==> src/rtl/display_scanner_pkg.sv <==
// Shared constants for the multiplexed 7-segment scanner: the active-high
// hex glyph table and the digit-index width helper.
package display_scanner_pkg;

   // Segments a..g live at bits 0..6; a set bit lights the segment.
   localparam logic [6:0] SEG_GLYPH [16] = '{
      7'h3F, 7'h06, 7'h5B, 7'h4F, 7'h66, 7'h6D, 7'h7D, 7'h07,
      7'h7F, 7'h6F, 7'h77, 7'h7C, 7'h39, 7'h5E, 7'h79, 7'h71
   };

   function automatic int idx_width(input int n);
      return (n > 1) ? $clog2(n) : 1;
   endfunction

endpackage

==> src/rtl/display_scanner_if.sv <==
// Load-side bus of the display scanner: new display contents plus the
// single-cycle strobe that captures them.
interface display_scanner_if #(
   parameter int NUM_DIGITS = 8,
   parameter int DIM_BITS   = 4
);
   logic                    load;
   logic [4*NUM_DIGITS-1:0] digits_in;
   logic [NUM_DIGITS-1:0]   dp_in;
   logic [NUM_DIGITS-1:0]   digit_mask;
   logic [DIM_BITS-1:0]     brightness;

   modport master (output load, digits_in, dp_in, digit_mask, brightness);
   modport slave  (input  load, digits_in, dp_in, digit_mask, brightness);
endinterface

==> src/rtl/display_scanner_hex_to_seg7.sv <==
// Combinational hex nibble to active-high 7-segment glyph lookup.
module hex_to_seg7
   import display_scanner_pkg::*;
(
   input  logic [3:0] nibble,
   output logic [6:0] glyph
);

   assign glyph = SEG_GLYPH[nibble];

endmodule

==> src/rtl/display_scanner.sv <==
// Time-multiplexed 7-segment scanner with per-digit blanking, PWM dimming and
// frame-synchronous double-buffered display data.
module display_scanner
   import display_scanner_pkg::*;
#(
   parameter int NUM_DIGITS  = 8,
   parameter int REFRESH_DIV = 100000,
   parameter int DIM_BITS    = 4,
   parameter int ACTIVE_LOW  = 1
) (
   input  logic                  clk,
   input  logic                  rst_n,
   input  logic                  en,
   display_scanner_if.slave      bus,
   output logic [NUM_DIGITS-1:0] anode,
   output logic [6:0]            seg,
   output logic                  dp,
   output logic                  frame_tick
);

   localparam int          IW   = idx_width(NUM_DIGITS);
   localparam int          PW   = (REFRESH_DIV > 1) ? $clog2(REFRESH_DIV) : 1;
   localparam int unsigned STEP = REFRESH_DIV / (1 << DIM_BITS);
   localparam logic        OFF  = (ACTIVE_LOW != 0);

   logic [PW-1:0]           presc;
   logic [IW-1:0]           idx;
   logic                    slot_end;
   logic                    frame_end;

   logic [4*NUM_DIGITS-1:0] sh_digits,  act_digits;
   logic [NUM_DIGITS-1:0]   sh_dp,      act_dp;
   logic [NUM_DIGITS-1:0]   sh_mask,    act_mask;
   logic [DIM_BITS-1:0]     sh_bright,  act_bright;

   logic [31:0]             on_limit;
   logic                    lit;
   logic [NUM_DIGITS-1:0]   digit_sel;
   logic [3:0]              cur_nib;
   logic [6:0]              glyph;

   assign slot_end  = en && (presc == PW'(REFRESH_DIV - 1));
   assign frame_end = slot_end && (idx == IW'(NUM_DIGITS - 1));

   always_ff @(posedge clk or negedge rst_n) begin
      if (!rst_n) begin
         presc <= '0;
         idx   <= '0;
      end else if (en) begin
         if (slot_end) begin
            presc <= '0;
            idx   <= frame_end ? '0 : idx + IW'(1);
         end else begin
            presc <= presc + PW'(1);
         end
      end
   end

   // A load on the wrap cycle bypasses the shadow so it lands in this frame.
   always_ff @(posedge clk or negedge rst_n) begin
      if (!rst_n) begin
         sh_digits  <= '0;
         sh_dp      <= '0;
         sh_mask    <= '0;
         sh_bright  <= '1;
         act_digits <= '0;
         act_dp     <= '0;
         act_mask   <= '0;
         act_bright <= '1;
      end else begin
         if (bus.load) begin
            sh_digits <= bus.digits_in;
            sh_dp     <= bus.dp_in;
            sh_mask   <= bus.digit_mask;
            sh_bright <= bus.brightness;
         end
         if (frame_end) begin
            act_digits <= bus.load ? bus.digits_in  : sh_digits;
            act_dp     <= bus.load ? bus.dp_in      : sh_dp;
            act_mask   <= bus.load ? bus.digit_mask : sh_mask;
            act_bright <= bus.load ? bus.brightness : sh_bright;
         end
      end
   end

   always_comb begin
      on_limit  = (32'(act_bright) + 32'd1) * STEP;
      lit       = en && act_mask[idx] && (32'(presc) < on_limit);
      digit_sel = lit ? (NUM_DIGITS'(1) << idx) : '0;
      cur_nib   = act_digits[{idx, 2'b00} +: 4];
   end

   hex_to_seg7 u_hex_to_seg7 (
      .nibble (cur_nib),
      .glyph  (glyph)
   );

   always_ff @(posedge clk or negedge rst_n) begin
      if (!rst_n) begin
         anode      <= {NUM_DIGITS{OFF}};
         seg        <= {7{OFF}};
         dp         <= OFF;
         frame_tick <= 1'b0;
      end else begin
         anode      <= digit_sel ^ {NUM_DIGITS{OFF}};
         seg        <= glyph ^ {7{OFF}};
         dp         <= act_dp[idx] ^ OFF;
         frame_tick <= frame_end;
      end
   end

endmodule

==> src/flat_wrapper.sv <==
// flat-port wrapper written by rule: the top's interface ports become plain ports
module display_scanner_flat import display_scanner_pkg::*;
#(
   parameter int NUM_DIGITS  = 8,
   parameter int REFRESH_DIV = 100000,
   parameter int DIM_BITS    = 4,
   parameter int ACTIVE_LOW  = 1
)
  (clk, rst_n, en, anode, seg, dp, frame_tick, bus_load, bus_digits_in, bus_dp_in, bus_digit_mask, bus_brightness);
  display_scanner_if #(.NUM_DIGITS(NUM_DIGITS), .DIM_BITS(DIM_BITS)) bus_i ();
  input  logic clk;
  input  logic rst_n;
  input  logic en;
  output logic [NUM_DIGITS-1:0] anode;
  output logic [6:0] seg;
  output logic dp;
  output logic frame_tick;
  input wire logic [$bits(bus_i.load)-1:0] bus_load;
  input wire logic [$bits(bus_i.digits_in)-1:0] bus_digits_in;
  input wire logic [$bits(bus_i.dp_in)-1:0] bus_dp_in;
  input wire logic [$bits(bus_i.digit_mask)-1:0] bus_digit_mask;
  input wire logic [$bits(bus_i.brightness)-1:0] bus_brightness;
  assign bus_i.load = bus_load;
  assign bus_i.digits_in = bus_digits_in;
  assign bus_i.dp_in = bus_dp_in;
  assign bus_i.digit_mask = bus_digit_mask;
  assign bus_i.brightness = bus_brightness;
  display_scanner #(.NUM_DIGITS(NUM_DIGITS), .REFRESH_DIV(REFRESH_DIV), .DIM_BITS(DIM_BITS), .ACTIVE_LOW(ACTIVE_LOW)) u_core (.clk(clk), .rst_n(rst_n), .en(en), .bus(bus_i), .anode(anode), .seg(seg), .dp(dp), .frame_tick(frame_tick));
endmodule
==> config.mk <==
export PLATFORM = sky130hd
export DESIGN_NAME = display_scanner_flat
export DESIGN_NICKNAME = d
export VERILOG_FILES = /design/src/rtl/display_scanner_pkg.sv /design/src/rtl/display_scanner_if.sv /design/src/rtl/display_scanner_hex_to_seg7.sv /design/src/rtl/display_scanner.sv /design/src/flat_wrapper.sv
export SDC_FILE = /design/constraint.sdc
export NUM_CORES = 1
export LEC_CHECK = 0
export ABC_AREA = 1
export CELL_PAD_IN_SITES_DETAIL_PLACEMENT = 1
export CELL_PAD_IN_SITES_GLOBAL_PLACEMENT = 1
export CORE_MARGIN = 3
export CORE_UTILIZATION = 48
export CTS_CLUSTER_SIZE = 14
export DETAILED_ROUTE_END_ITERATION = 10
export PLACE_DENSITY_LB_ADDON = 0.1
export SLEW_MARGIN = 20
export SYNTH_ARGS = -nofsm -noshare
export SYNTH_HDL_FRONTEND = slang
export SYNTH_SLANG_ARGS = --single-unit
==> constraint.sdc <==
create_clock -name clk -period 10.5 [get_ports clk]
set_input_delay 1.575 -clock clk [delete_from_list [all_inputs] [get_ports clk]]
set_output_delay 1.575 -clock clk [all_outputs]
set_load 0.02 [all_outputs]
# After elaboration in Yosys (flattened, before gate mapping)
# Memory sizes are Yosys's and may differ from the RTL's.
# Cells that the tools add are included.
# op_classes
shift	2
n_eq_ne	2
order_cmp	3
bitwise_logic	4
n_div	0
n_mux	13
n_reduce_logical	5
mul	1
add_sub_neg	3
# op_table
op	count
$lt 17x32->1	1
$mul 32x12->31 const B	1
$mux 32	1
$shiftx 32x6->4	1
$mux 8	3
$add 17x1->17 const B	1
$eq 17x17->1 const B	1
$mux 17	1
$mux 7	2
$not 8->8	1
$shl 1x3->8 const A	1
$not 7->7	1
$bmux 1 s3	2
$add 4x1->5 const B	1
$ge 5x5->1 const B	1
$not 4->5	1
$logic_and 1x1->1	4
$lt 3x4->1 const B	1
$mux 4	1
$add 3x1->3 const B	1
$eq 3x3->1 const B	1
$mux 3	1
$mux 1	2
$reduce_and 2->1	1
$not 1->1	1
# word_totals
reg_bits	141
latch_bits	0
out_inout_bits	17
ram_bits	0
elab_cells	48
mem_bits_ro	112
memories	1
# memory_table
memory	words	width	rd	rd_clocked_by_memory_dff	write_ports	line_no	source
(name not given)	16	7	1	0	0	display_scanner_hex_to_seg7.sv:9	assign glyph = SEG_GLYPH[nibble];

# Logic depth before layout (Yosys ltp)
# logic_depth
ltp_word	6
ltp_mapped	27
depth_no_buf	27

# Cells and area by module
# Synthesis repeated with hierarchy kept, for this count alone.
# unflattened
cells_unflattened	943
hier_area_um2	7542.2
# modules_own_cells
module	seq_area_each_um2	area_each_um2	cells_per_inst	n_inst
display_scanner	3558.4	7272.0	891	1
hex_to_seg7	0.0	270.3	52	1

# Worst setup path before layout
# No wires, ideal clock.
# synth_timing
path_type	reg2reg
from	register u_core.act_bright[0]
to	register u_core.anode[0]
path_stages_with_launch	24
setup_ps	97
t_arrival_ps	3843
slack_ps	6560
cell_sequence	dfstp_2 -> ha_1 -> xor2_1 -> ha_1 -> xnor2_1 -> ha_1 -> ha_1 -> ha_1 -> inv_1 -> nor2_1 -> nand2_1 -> nand2_1 -> nand4_1 -> o2111ai_1 -> xnor2_1 -> ha_1 -> a21oi_1 -> o21ai_0 -> nor2_1 -> nand2_1 -> nand2_1 -> nand2_1 -> nand2_1 -> nand3_1
# synth_via
elab_chain_len	6
# synth_rtl
element	line_no	source
from (decl)	display_scanner.sv:34	logic [DIM_BITS-1:0] sh_bright, act_bright;
from (signal assigned)	display_scanner.sv:81	act_bright <= bus.load ? bus.brightness : sh_bright;
$add 4x1->5	display_scanner.sv:87	on_limit = (32'(act_bright) + 32'd1) * STEP;
$mul 32x12->31	display_scanner.sv:87	
$lt 17x32->1	display_scanner.sv:88	lit = en && act_mask[idx] && (32'(presc) < on_limit);
$logic_and 1x1->1	display_scanner.sv:88	
$mux 8	display_scanner.sv:89	digit_sel = lit ? (NUM_DIGITS'(1) << idx) : '0;
$not 8->8 (no source line)	--	
to (signal assigned)	display_scanner.sv:100	anode <= {NUM_DIGITS{OFF}};
to (signal assigned)	display_scanner.sv:105	anode <= digit_sel ^ {NUM_DIGITS{OFF}};
to (decl)	display_scanner.sv:15	output logic [NUM_DIGITS-1:0] anode,
# Every way passes these cells.
# A chain may end at the register's enable or synchronous reset.

# Final worst setup path
# layout_timing
from	register u_core.act_bright[0]
to	register u_core.anode[5]
# Same word-level chain as after synthesis.

==> summary.txt <==
Clock tree
  • CTS resizes: 0
  • CTS Root Cell: clkbuf_16
  • Number of post-CTS setup repair buffers: 0
  • CTS H-Tree Depth: 4
  • Clock Tree Buf Depth: 2
  • CTS buffer count: 17
  • CTS sink count: 141
  • CTS tree: built
  • Clk slew on worst S/H paths: 0.07 ns
  • Skew-Pair Late Insertion Delay: 0.44 ns
  • CTS Hold Bufs: 0

Detailed routing
  • Antenna Nets Post-Route: 0
  • Routed wire length: 22.2 mm
  • DRC errors left: 0
  • Post-DR wirelength/cell: 19.5 um
  • DRT iter0 DRCs: 321
  • Vias/cell: 5.42
  • DRT Pass-1 Iters: 5
  • Via count: 6,179

STA
  • Fin crit share: 0.445
  • RSZ-0062 raised after global routing: false
  • Post-layout minimum cycle time: 4.68 ns
  • Sum Neg Setup Slack: 0 ns
  • Max Clock Skew: 0.0140 ns
  • # setup viols final: 0
  • Worst-Margin Slew: 0.728 ns
  • Max_slew headroom: 0.515
  • Final WS setup: 5.82 ns
  • Hold Fails Final Rpt: 0
  • Fmax: 0.214 GHz
  • Fin. max-slew vios: 0

Worst setup path
  • Critical path arrival: 5.01 ns
  • Crit path from: u_core.act_bright[0]$_DFFE_PN1P_
  • R2R cell count: 26
  • Type of destination of the critical path: flop
  • Startpoint class of the critical path: flop
  • Reg-to-reg startpoint: u_core.act_bright[0]$_DFFE_PN1P_
  • Critical path required time: 10.83 ns
  • Worst reg2reg endpoint: u_core.anode[5]$_DFF_PN1_
  • Critical path type: flop to flop
  • Reg2reg setup slack: 5.82 ns
  • Worst-path fanout max: 8

Min path
  • Worst Hold Class: flop to flop
  • Worst hold stages: 2
  • Hold endpoint: u_core.act_dp[0]$_DFFE_PN0P_
  • Hold_sp: u_core.act_dp[0]$_DFFE_PN0P_

Logic synthesis
  • Ys flop type: dfrtp_1
  • Flops & latches, synth: 141
  • Post-synth net total: 962
  • Synth area leader: dfrtp_1
  • EDFF count, synth: 0
  • Asr flop ratio synth: 1.00
  • Seq/Total Area, Yosys: 0.467
  • Synthesized cell area: 7620 sq um
  • Synth Warn #: 0
  • Top cell type's share of synthesized area: 0.384
  • Synth Area per Inst: 9.00 sq um
  • Distinct cells, synth: 40
  • Syn Inst Count: 847
  • Synth area leaders: dfrtp_1 (38%), nand2_1 (14%), ha_1 (9.5%)

Floorplanning
  • # rows: 45
  • Total die area: 17,400 sq um
  • Core area: 15,400 sq um
  • Starting Density: 0.496
  • Die W: 132 um
  • Die H: 132 um
  • Top-Level Pins: 73

Finish
  • Number of diodes: 0
  • Ratio of cells with drive above 1 in the final layout: 0.140
  • Area growth from synthesis to layout: 19.7%
  • Final instance area: 9120 sq um
  • Most frequent cells in the layout: nand2_1 (275), dfrtp_1 (117), clkdlybuf4s50_1 (70)
  • Most common cell after layout, fill and taps aside: nand2_1
  • Final nets: 1,031

Global routing
  • First-pass GRT wire length: 37.0 mm
  • Total congestion overflow: 0
  • Initial antenna violation count: 0
  • Vias in the first global route: 7,119
  • Largest net degree at the start of global routing: 82
  • GRT Total Usage: 0.268

Outcome
  • Outcome: complete, no violations

Placement
  • Place WS: 5.94 ns
  • Post-DP HPWL: 14.8 mm
  • Global placement routability congestion: 0.816
  • Port Buffers: 72
  • DP Area: 8440 sq um

Run
  • Maximum capacitance violations: 0

Power
  • Leakage: 0.00446 uW
  • Worst VDD drop: 0.000132 V
  • Pwr dens: 161 nW/um^2
flip-flops by register name, summed over array words and instances, names as in the netlist, 7 cells and up:
| register | count |
|---|---|
| u_core.anode | 8 |
| u_core.sh_mask | 8 |
| u_core.sh_dp | 8 |
| u_core.sh_digits | 32 |
| u_core.act_dp | 8 |
| u_core.act_mask | 8 |
| u_core.seg | 7 |
| u_core.presc | 17 |
| u_core.act_digits | 32 |
area by class of cell:
cell class / instances / area (sq um)
inverter: 65 / 251
multi-input combinational: 614 / 3620
tap: 211 / 264
fill: 1740 / 6250
clock inverter: 13 / 204
sequential: 141 / 3560
clock buffer: 19 / 443
timing repair buffer: 77 / 774
synthesized netlist by cell type (2+ instances only):
cell,instances
a21oi_1,17
a31oi_1,2
o211ai_1,3
a21o_1,2
nand2_2,2
buf_4,4
nand4_1,17
inv_1,59
nor2_1,53
xnor2_1,10
buf_6,7
nor3_1,5
nor3_2,3
inv_2,4
buf_2,14
dfrtp_1,117
mux2_2,52
xor2_1,13
o22ai_1,4
nor2_2,2
nand2_1,275
dfstp_2,24
o21ai_0,39
nand3_1,42
clkbuf_1,2
o21ai_1,4
ha_1,58
routing by layer:
| metal | wire, um | vias to the layer above | global-route usage | part of all wire |
|---|---|---|---|---|
| li1 | - | 2904 | - | - |
| met1 | 9480 | 3110 | 0.325 | 0.43 |
| met2 | 11500 | 126 | 0.474 | 0.52 |
| met3 | 680 | 39 | 0.0534 | 0.031 |
| met4 | 607 | 0 | 0.0933 | 0.027 |
| met5 | 0 | - | 0 | 0 |
worst max-delay path: stages, from the launching register on:
cell and delay [ns]:
dfstp_2 0.63, ha_1 0.21, xor2_1 0.47, ha_1 0.31, xnor2_1 0.11, ha_1 0.20, a21o_1 0.16, ha_1 0.29
ha_1 0.39, nand2_1 0.09, inv_1 0.08, nand3_1 0.07, nand2_1 0.16, nand2_1 0.07, nand2_1 0.07, xnor2_1 0.14
ha_1 0.28, nand2_1 0.09, inv_1 0.06, nand2_1 0.06, a21oi_1 0.05, nor2_1 0.08, nand2_1 0.06, nand2_1 0.05
nand2_1 0.05, nand2_1 0.20, nand3_1 0.13
kinds of logic after synthesis:
kind of cell / share of synthesized area
DFF: 0.467
xor gates and xnor gates: 0.0264
muxes: 0.0768
AOI/OAI and AO/OA: 0.0545
buffers and inverters: 0.0575
and+or+nand+nor: 0.220
adders and majority gates: 0.0979
per-stage QoR:
stage | hold slack, ns | total power (uW) | std cells | util
final | 0.483 | 1470 | 1140 | 0.593
after global placement | 0.458 | 781 | 1107 | 0.549
after floorplan | 0.444 | 720 | 847 | -
after CTS | 0.482 | 1470 | 1139 | 0.591
after detailed placement | 0.462 | 796 | 1107 | 0.549
after global routing | 0.504 | 1530 | 1140 | 0.593
report_power, final:
part | switching [uW] | total [uW] | internal (uW)
clock network | 263 | 674 | 411
registers | 48.3 | 631 | 582
logic | 92.2 | 164 | 72.1
worst max path at each step:
stage                                                   to  cells after the start
final                            u_core.anode[5]$_DFF_PN1_                     26
after global routing             u_core.anode[7]$_DFF_PN1_                     26
after CTS                        u_core.anode[7]$_DFF_PN1_                     26
after detailed placement         u_core.anode[6]$_DFF_PN1_                     23
after global placement    u_core.act_digits[0]$_DFFE_PN0P_                      9
after floorplan                  u_core.anode[0]$_DFF_PN1_                     23
Note: power is estimated with default switching activity, not from simulation.
